[src/rtl/stopwatch_pkg.sv]
// -----------------------------------------------------------------------------
// stopwatch_pkg
// Shared types and constants for the stopwatch control front-end.
//   state_t       : FSM state encoding (IDLE=00, RUN=01, PAUSE=10)
//   DEF_DIV       : default clk cycles per 100 Hz count strobe (50 MHz clock)
//   DEF_DB_CYCLES : default debounce length in clk samples (20 ms)
//   cnt_width()   : bits needed for a counter running 0..n-1 (minimum 1)
// -----------------------------------------------------------------------------
package stopwatch_pkg;

    typedef enum logic [1:0] {
        ST_IDLE  = 2'b00,
        ST_RUN   = 2'b01,
        ST_PAUSE = 2'b10
    } state_t;

    localparam int DEF_DIV       = 500000;
    localparam int DEF_DB_CYCLES = 1000000;

    // Width of a counter that must hold the values 0..n-1.
    function automatic int cnt_width(input int n);
        return (n <= 2) ? 1 : $clog2(n);
    endfunction

endpackage

[src/rtl/stopwatch_ctrl_debounce.sv]
// -----------------------------------------------------------------------------
// btn_debounce
// Two-flop synchroniser, stable-level debouncer and press-pulse generator for
// one raw push-button.
//   clk      : system clock
//   rstn     : asynchronous active-low reset
//   btn_raw  : raw button level, asynchronous to clk
//   press_o  : one-cycle pulse on each accepted rising edge of the button
// A level change is accepted only after DB_CYCLES consecutive samples that
// differ from the current debounced level; shorter glitches are invisible.
// -----------------------------------------------------------------------------
module btn_debounce
    import stopwatch_pkg::*;
#(
    parameter int DB_CYCLES = DEF_DB_CYCLES
) (
    input  logic clk,
    input  logic rstn,
    input  logic btn_raw,
    output logic press_o
);

    localparam int             CW       = cnt_width(DB_CYCLES);
    localparam logic [CW-1:0]  CNT_LAST = CW'(DB_CYCLES - 1);
    localparam logic [CW-1:0]  CNT_ONE  = CW'(1);
    localparam logic [CW-1:0]  CNT_ZERO = CW'(0);

    logic          sync_meta_r;
    logic          sync_r;
    logic          level_r;
    logic          level_d_r;
    logic          press_r;
    logic [CW-1:0] cnt_r;

    // Two-flop synchroniser for the asynchronous button input.
    always_ff @(posedge clk or negedge rstn) begin
        if (!rstn) begin
            sync_meta_r <= 1'b0;
            sync_r      <= 1'b0;
        end else begin
            sync_meta_r <= btn_raw;
            sync_r      <= sync_meta_r;
        end
    end

    // Debounce counter: counts consecutive differing samples, flips the level on the last one.
    always_ff @(posedge clk or negedge rstn) begin
        if (!rstn) begin
            level_r <= 1'b0;
            cnt_r   <= CNT_ZERO;
        end else if (sync_r != level_r) begin
            if (cnt_r == CNT_LAST) begin
                level_r <= sync_r;
                cnt_r   <= CNT_ZERO;
            end else begin
                level_r <= level_r;
                cnt_r   <= cnt_r + CNT_ONE;
            end
        end else begin
            level_r <= level_r;
            cnt_r   <= CNT_ZERO;
        end
    end

    // Registered rising-edge detect of the debounced level; releases give nothing.
    always_ff @(posedge clk or negedge rstn) begin
        if (!rstn) begin
            level_d_r <= 1'b0;
            press_r   <= 1'b0;
        end else begin
            level_d_r <= level_r;
            press_r   <= level_r & ~level_d_r;
        end
    end

    assign press_o = press_r;

endmodule

[src/rtl/stopwatch_ctrl.sv]
// -----------------------------------------------------------------------------
// stopwatch_ctrl
// Control front-end for the stopwatch counter: debounces the start/stop and
// reset buttons, runs the IDLE/RUN/PAUSE state machine and produces the
// count strobe.
//   clk         : system clock
//   rstn        : asynchronous active-low reset
//   btn_ss_i    : raw start/stop button (active-high, asynchronous)
//   btn_rst_i   : raw reset button (active-high, asynchronous)
//   tick_o      : one-cycle count strobe, only ever high in RUN
//   timer_en_o  : counter enable, high exactly while in RUN
//   timer_rst_o : one-cycle synchronous clear for the counter
//   state_o     : current FSM state (LEDs / debug)
// -----------------------------------------------------------------------------
module stopwatch_ctrl
    import stopwatch_pkg::*;
#(
    parameter int DIV       = DEF_DIV,
    parameter int DB_CYCLES = DEF_DB_CYCLES
) (
    input  logic       clk,
    input  logic       rstn,
    input  logic       btn_ss_i,
    input  logic       btn_rst_i,
    output logic       tick_o,
    output logic       timer_en_o,
    output logic       timer_rst_o,
    output logic [1:0] state_o
);

    localparam int             DW       = cnt_width(DIV);
    localparam logic [DW-1:0]  DIV_LAST = DW'(DIV - 1);
    localparam logic [DW-1:0]  DIV_ONE  = DW'(1);
    localparam logic [DW-1:0]  DIV_ZERO = DW'(0);

    logic          ss_press_s;
    logic          rst_press_s;
    state_t        state_r;
    logic          timer_rst_r;
    logic [DW-1:0] div_r;

    btn_debounce #(.DB_CYCLES(DB_CYCLES)) u_db_ss (
        .clk     (clk),
        .rstn    (rstn),
        .btn_raw (btn_ss_i),
        .press_o (ss_press_s)
    );

    btn_debounce #(.DB_CYCLES(DB_CYCLES)) u_db_rst (
        .clk     (clk),
        .rstn    (rstn),
        .btn_raw (btn_rst_i),
        .press_o (rst_press_s)
    );

    // State machine with the registered counter-clear pulse.
    // In RUN start/stop has priority over reset; elsewhere reset wins.
    always_ff @(posedge clk or negedge rstn) begin
        if (!rstn) begin
            state_r     <= ST_IDLE;
            timer_rst_r <= 1'b0;
        end else begin
            case (state_r)
                ST_IDLE: begin
                    if (rst_press_s) begin
                        state_r     <= ST_IDLE;
                        timer_rst_r <= 1'b1;
                    end else if (ss_press_s) begin
                        state_r     <= ST_RUN;
                        timer_rst_r <= 1'b0;
                    end else begin
                        state_r     <= ST_IDLE;
                        timer_rst_r <= 1'b0;
                    end
                end
                ST_RUN: begin
                    if (ss_press_s) begin
                        state_r <= ST_PAUSE;
                    end else begin
                        state_r <= ST_RUN;
                    end
                    timer_rst_r <= 1'b0;
                end
                ST_PAUSE: begin
                    if (rst_press_s) begin
                        state_r     <= ST_IDLE;
                        timer_rst_r <= 1'b1;
                    end else if (ss_press_s) begin
                        state_r     <= ST_RUN;
                        timer_rst_r <= 1'b0;
                    end else begin
                        state_r     <= ST_PAUSE;
                        timer_rst_r <= 1'b0;
                    end
                end
                default: begin
                    state_r     <= ST_IDLE;
                    timer_rst_r <= 1'b0;
                end
            endcase
        end
    end

    // Strobe divider: wraps in RUN, holds its phase in PAUSE, cleared otherwise.
    always_ff @(posedge clk or negedge rstn) begin
        if (!rstn) begin
            div_r <= DIV_ZERO;
        end else begin
            case (state_r)
                ST_RUN: begin
                    if (div_r == DIV_LAST) begin
                        div_r <= DIV_ZERO;
                    end else begin
                        div_r <= div_r + DIV_ONE;
                    end
                end
                ST_PAUSE: div_r <= div_r;
                default:  div_r <= DIV_ZERO;
            endcase
        end
    end

    // Outputs are pure decodes of flop outputs, so they change only on clock edges.
    assign tick_o      = (state_r == ST_RUN) && (div_r == DIV_LAST);
    assign timer_en_o  = (state_r == ST_RUN);
    assign timer_rst_o = timer_rst_r;
    assign state_o     = state_r;

endmodule

[config.mk]
export PLATFORM = sky130hd
export DESIGN_NAME = stopwatch_ctrl
export DESIGN_NICKNAME = d
export VERILOG_FILES = /design/src/rtl/stopwatch_pkg.sv /design/src/rtl/stopwatch_ctrl_debounce.sv /design/src/rtl/stopwatch_ctrl.sv
export SDC_FILE = /design/constraint.sdc
export NUM_CORES = 1
export LEC_CHECK = 0
export ABC_CLOCK_PERIOD_IN_PS = 2300
export BUFFER_PORTS_ARGS = -buffer_cell sky130_fd_sc_hd__buf_2
export CAP_MARGIN = 10
export CORE_MARGIN = 2
export CORE_UTILIZATION = 47
export DETAILED_ROUTE_END_ITERATION = 12
export PLACE_DENSITY_LB_ADDON = 0.08
export SYNTH_ARGS = -nofsm -noshare
export SYNTH_HDL_FRONTEND = slang
export SYNTH_SLANG_ARGS = --single-unit
export TNS_END_PERCENT = 100
[constraint.sdc]
create_clock -name clk -period 2.3 [get_ports clk]
set_input_delay 0.115 -clock clk [delete_from_list [all_inputs] [get_ports clk]]
set_output_delay 0.115 -clock clk [all_outputs]
set_load 0.01 [all_outputs]
==> results.sh <==
export IMPL_r2r_start="div_r[0]"
export IMPL_drc_errors=0
export IMPL_max_freq_mhz=470.2
export IMPL_rows=31
export IMPL_post_route_min_period_ps=2127
export IMPL_worstSetupEndpointType="output pin"
export IMPL_grt_max_degree=73
export IMPL_layout_commonest_cell="dfrtp_1"
export IMPL_critPathKind="flip-flop to output pin"
export IMPL_grt_antenna_before_repair=0
export IMPL_finalCritPeriodShare=0.9247
export IMPL_numClockSinks=72
export IMPL_clk_latency_ps=330
export IMPL_tritoncts="yes"
export IMPL_syn_num_nets=354
export IMPL_diodes=0
export IMPL_ys_ff_latch=72
export IMPL_synth_largest_area_cell="dfrtp_1"
export IMPL_drtIter0Drc=129
export IMPL_synth_area_leaders="dfrtp_1 (53%), xor2_1 (6.4%), nor2_1 (5.8%), nand3_1 (4.4%), xnor2_1 (3.8%)"
export IMPL_synth_area_sq_um=3430
export IMPL_switching_share=0.2036
export IMPL_final_nets=374
export IMPL_worst_pin_slew_ps=912.1
export IMPL_hpwl_mm=4.103
export IMPL_holdCritPathClass="flip-flop to flip-flop"
export IMPL_finalHoldViolations=0
export IMPL_p_int_w=0.001957
export IMPL_die_w_microns=89.42
export IMPL_r2r_end="div_r[8]"
export IMPL_wl_mm=6.247
export IMPL_dieHeight_microns=89.42
export IMPL_status="completed"
export IMPL_combPwrFrac=0.024
export IMPL_crit_arrival_ps=2010
export IMPL_core_sq_um=7176
export IMPL_worstPathRequired_ps=2180
export IMPL_place_area_sq_um=3596
export IMPL_multi_input_area_sq_um=1553
export IMPL_port_buffers=8
export IMPL_min_delay_start="u_db_ss.sync_meta_r"
export IMPL_finClkSkew_ps=8.039
export IMPL_synth_warnings=0
export IMPL_area_growth_pct=12.15
export IMPL_first_pass_iters=4
export IMPL_grt_ovfl_total=0
export IMPL_powerDensity_nw_per_um2=638.8
export IMPL_start_util=0.4779
export IMPL_yosysSeqAreaShare=0.5254
export IMPL_worstSetupStartpointType="flip-flop"
export IMPL_reg2reg_slack_ps=250
export IMPL_syn_inst=347
export IMPL_ios=9
export IMPL_vias=2471
export IMPL_die_area_sq_um=7996
export IMPL_track_usage=0.1777
export IMPL_syn_avg_cell_area_sq_um=9.883
export IMPL_drive_gt1_frac=0.1213
export IMPL_grt_setup_unrepaired="false"
export IMPL_wl_per_cell_microns=13.29
export IMPL_power_switching_w=0.0005003
export IMPL_grt_pass1_vias=2331
export IMPL_worstHoldEndpoint="u_db_ss.sync_r"
export IMPL_place_congestion=0.7998
export IMPL_drt_antenna_violating_nets=0
export IMPL_cp_max_fo=7
export IMPL_reg2reg_depth=6
export IMPL_setup_viol=0
export IMPL_p_leak_nw=1.710
export IMPL_finalInstanceArea_sq_um=3846
export IMPL_synth_top_area_share=0.5254
export IMPL_seq_area_sq_um=1802
export IMPL_drv_cap=0
export IMPL_numCtsBuffers=9
export IMPL_cts_buffer_depth=2
export IMPL_fill_cells=655
export IMPL_setup_tns_ps=0
export IMPL_final_cell_mix="dfrtp_1 (72), nor2_1 (53), nand2_1 (31), nand3_1 (30), xor2_1 (25)"
export IMPL_routed_via_density=5.257
export IMPL_cts_root_buf="clkbuf_8"
export IMPL_clkSlewWorstSetupHoldPaths_ps=70
export IMPL_drv_slew=0
export IMPL_p_clk_frac=0.452
export IMPL_synth_distinct_cells=43
export IMPL_peakVddDrop_mv=0.4547
export IMPL_hold_depth=0
export IMPL_seq_power_share=0.525
export IMPL_maxSlewHeadroom=0.3920
export IMPL_grt_pass1_wl_mm=11.01
export IMPL_ctsHtreeMaxLevel=3
-- metrics by stage --
| step | hold slack [ps] | instances | setup slack (ps) | total power (W) | utilization |
|---|---|---|---|---|---|
| floorplan | -180.6 | 347 | 355.0 | 0.001336 | - |
| global placement | 223.3 | 452 | 305.6 | 0.001370 | 0.5011 |
| detailed placement | 224.3 | 452 | 273.9 | 0.001370 | 0.5011 |
| CTS | 354.1 | 470 | 172.2 | 0.002502 | 0.5360 |
| global route | 361.1 | 470 | 104.7 | 0.002560 | 0.5360 |
| finish | 353.3 | 470 | 173.2 | 0.002457 | 0.5360 |
-- critical path, cell delays in order (launching register included) --
cell and delay (ps):
dfrtp_1 440, or4_4 550, nor4_4 340, and3_2 220, buf_2 120
-- logic make-up after synthesis --
family	after synthesis	share of synthesized area
buf+inv	16	0.02189
fa+ha+maj	3	0.01095
flops	72	0.5254
mux	3	0.009485
compound gates	31	0.05509
xor+xnor	40	0.1022
simple gates	182	0.2751
-- cells in the mapped netlist --
master	instances
dfrtp_1	72
nor2_1	53
nand2_1	31
nand3_1	30
xor2_1	25
xnor2_1	15
o21ai_0	11
nand4_1	10
and3_1	9
nor4_1	9
inv_1	8
a21oi_1	7
nor3_1	7
and4_1	4
clkbuf_1	4
nor2b_1	4
a21o_1	3
buf_2	3
ha_1	3
nand4b_1	3
nor4b_1	3
o21ai_1	3
or2_2	3
or3_2	3
and3_2	2
mux2_2	2
nand2b_1	2
or2b_2	2
or3_1	2
a21o_4	1
a22o_1	1
a22oi_1	1
a31oi_1	1
and2_1	1
and2b_2	1
buf_8	1
mux2i_1	1
nor4_4	1
o21bai_1	1
o2bb2ai_1	1
o31ai_1	1
or3b_2	1
or4_4	1
-- final cells by class --
type	instances	area share
flip-flops and latches	72	0.4684
clock inverters	3	0.01692
repair buffers	17	0.03058
multi-input cells	259	0.4037
clock buffers	12	0.04034
inverters	8	0.007807
well taps	99	0.03221
-- metal layers --
layer / part of all wire / GRT usage / vias to the layer above
li1: - / - / 1239
met3: 0.026 / 0.03139 / 9
met4: 0.015 / 0.06106 / 0
met1: 0.53 / 0.2577 / 1192
met2: 0.43 / 0.2694 / 31
met5: 0 / 0 / -
-- power groups by stage --
stage / clock network, W / logic [W] / registers, W
2_1_floorplan: 0 / 0.0000255 / 0.00131
4_1_cts: 0.00115 / 0.0000614 / 0.00129
5_1_grt: 0.00120 / 0.0000699 / 0.00129
3_3_place_gp: 0 / 0.0000570 / 0.00131
3_5_place_dp: 0 / 0.0000573 / 0.00131
6_report: 0.00111 / 0.0000585 / 0.00129
-- how the worst max path moves through the flow --
stage          cells past startpoint  slack [ps]        to       from
2_1_floorplan                      7         360  div_r[8]   div_r[0]
3_3_place_gp                       6         310  div_r[8]   div_r[0]
3_5_place_dp                       6         270  div_r[8]   div_r[0]
4_1_cts                            4         170    tick_o  div_r[11]
5_1_grt                            4         100    tick_o  div_r[11]
6_report                           4         170    tick_o  div_r[11]
-- flip-flops by register name, summed over array words and instances (netlist names) --
name	count
div_r	19
state_o	2
timer_rst_o	1
u_db_rst.cnt_r	20
u_db_rst.level_d_r	1
u_db_rst.level_r	1
u_db_rst.press_o	1
u_db_rst.sync_meta_r	1
u_db_rst.sync_r	1
u_db_ss.cnt_r	20
u_db_ss.level_d_r	1
u_db_ss.level_r	1
u_db_ss.press_o	1
u_db_ss.sync_meta_r	1
u_db_ss.sync_r	1
-- what timing repair did --
item	CTS	global route
resized for setup	0	0
buffers inserted	0	0
setup endpoints to repair	0	0
hold endpoints to repair	74	0
hold buffers	3	0
(Power assumes the default switching activity.)
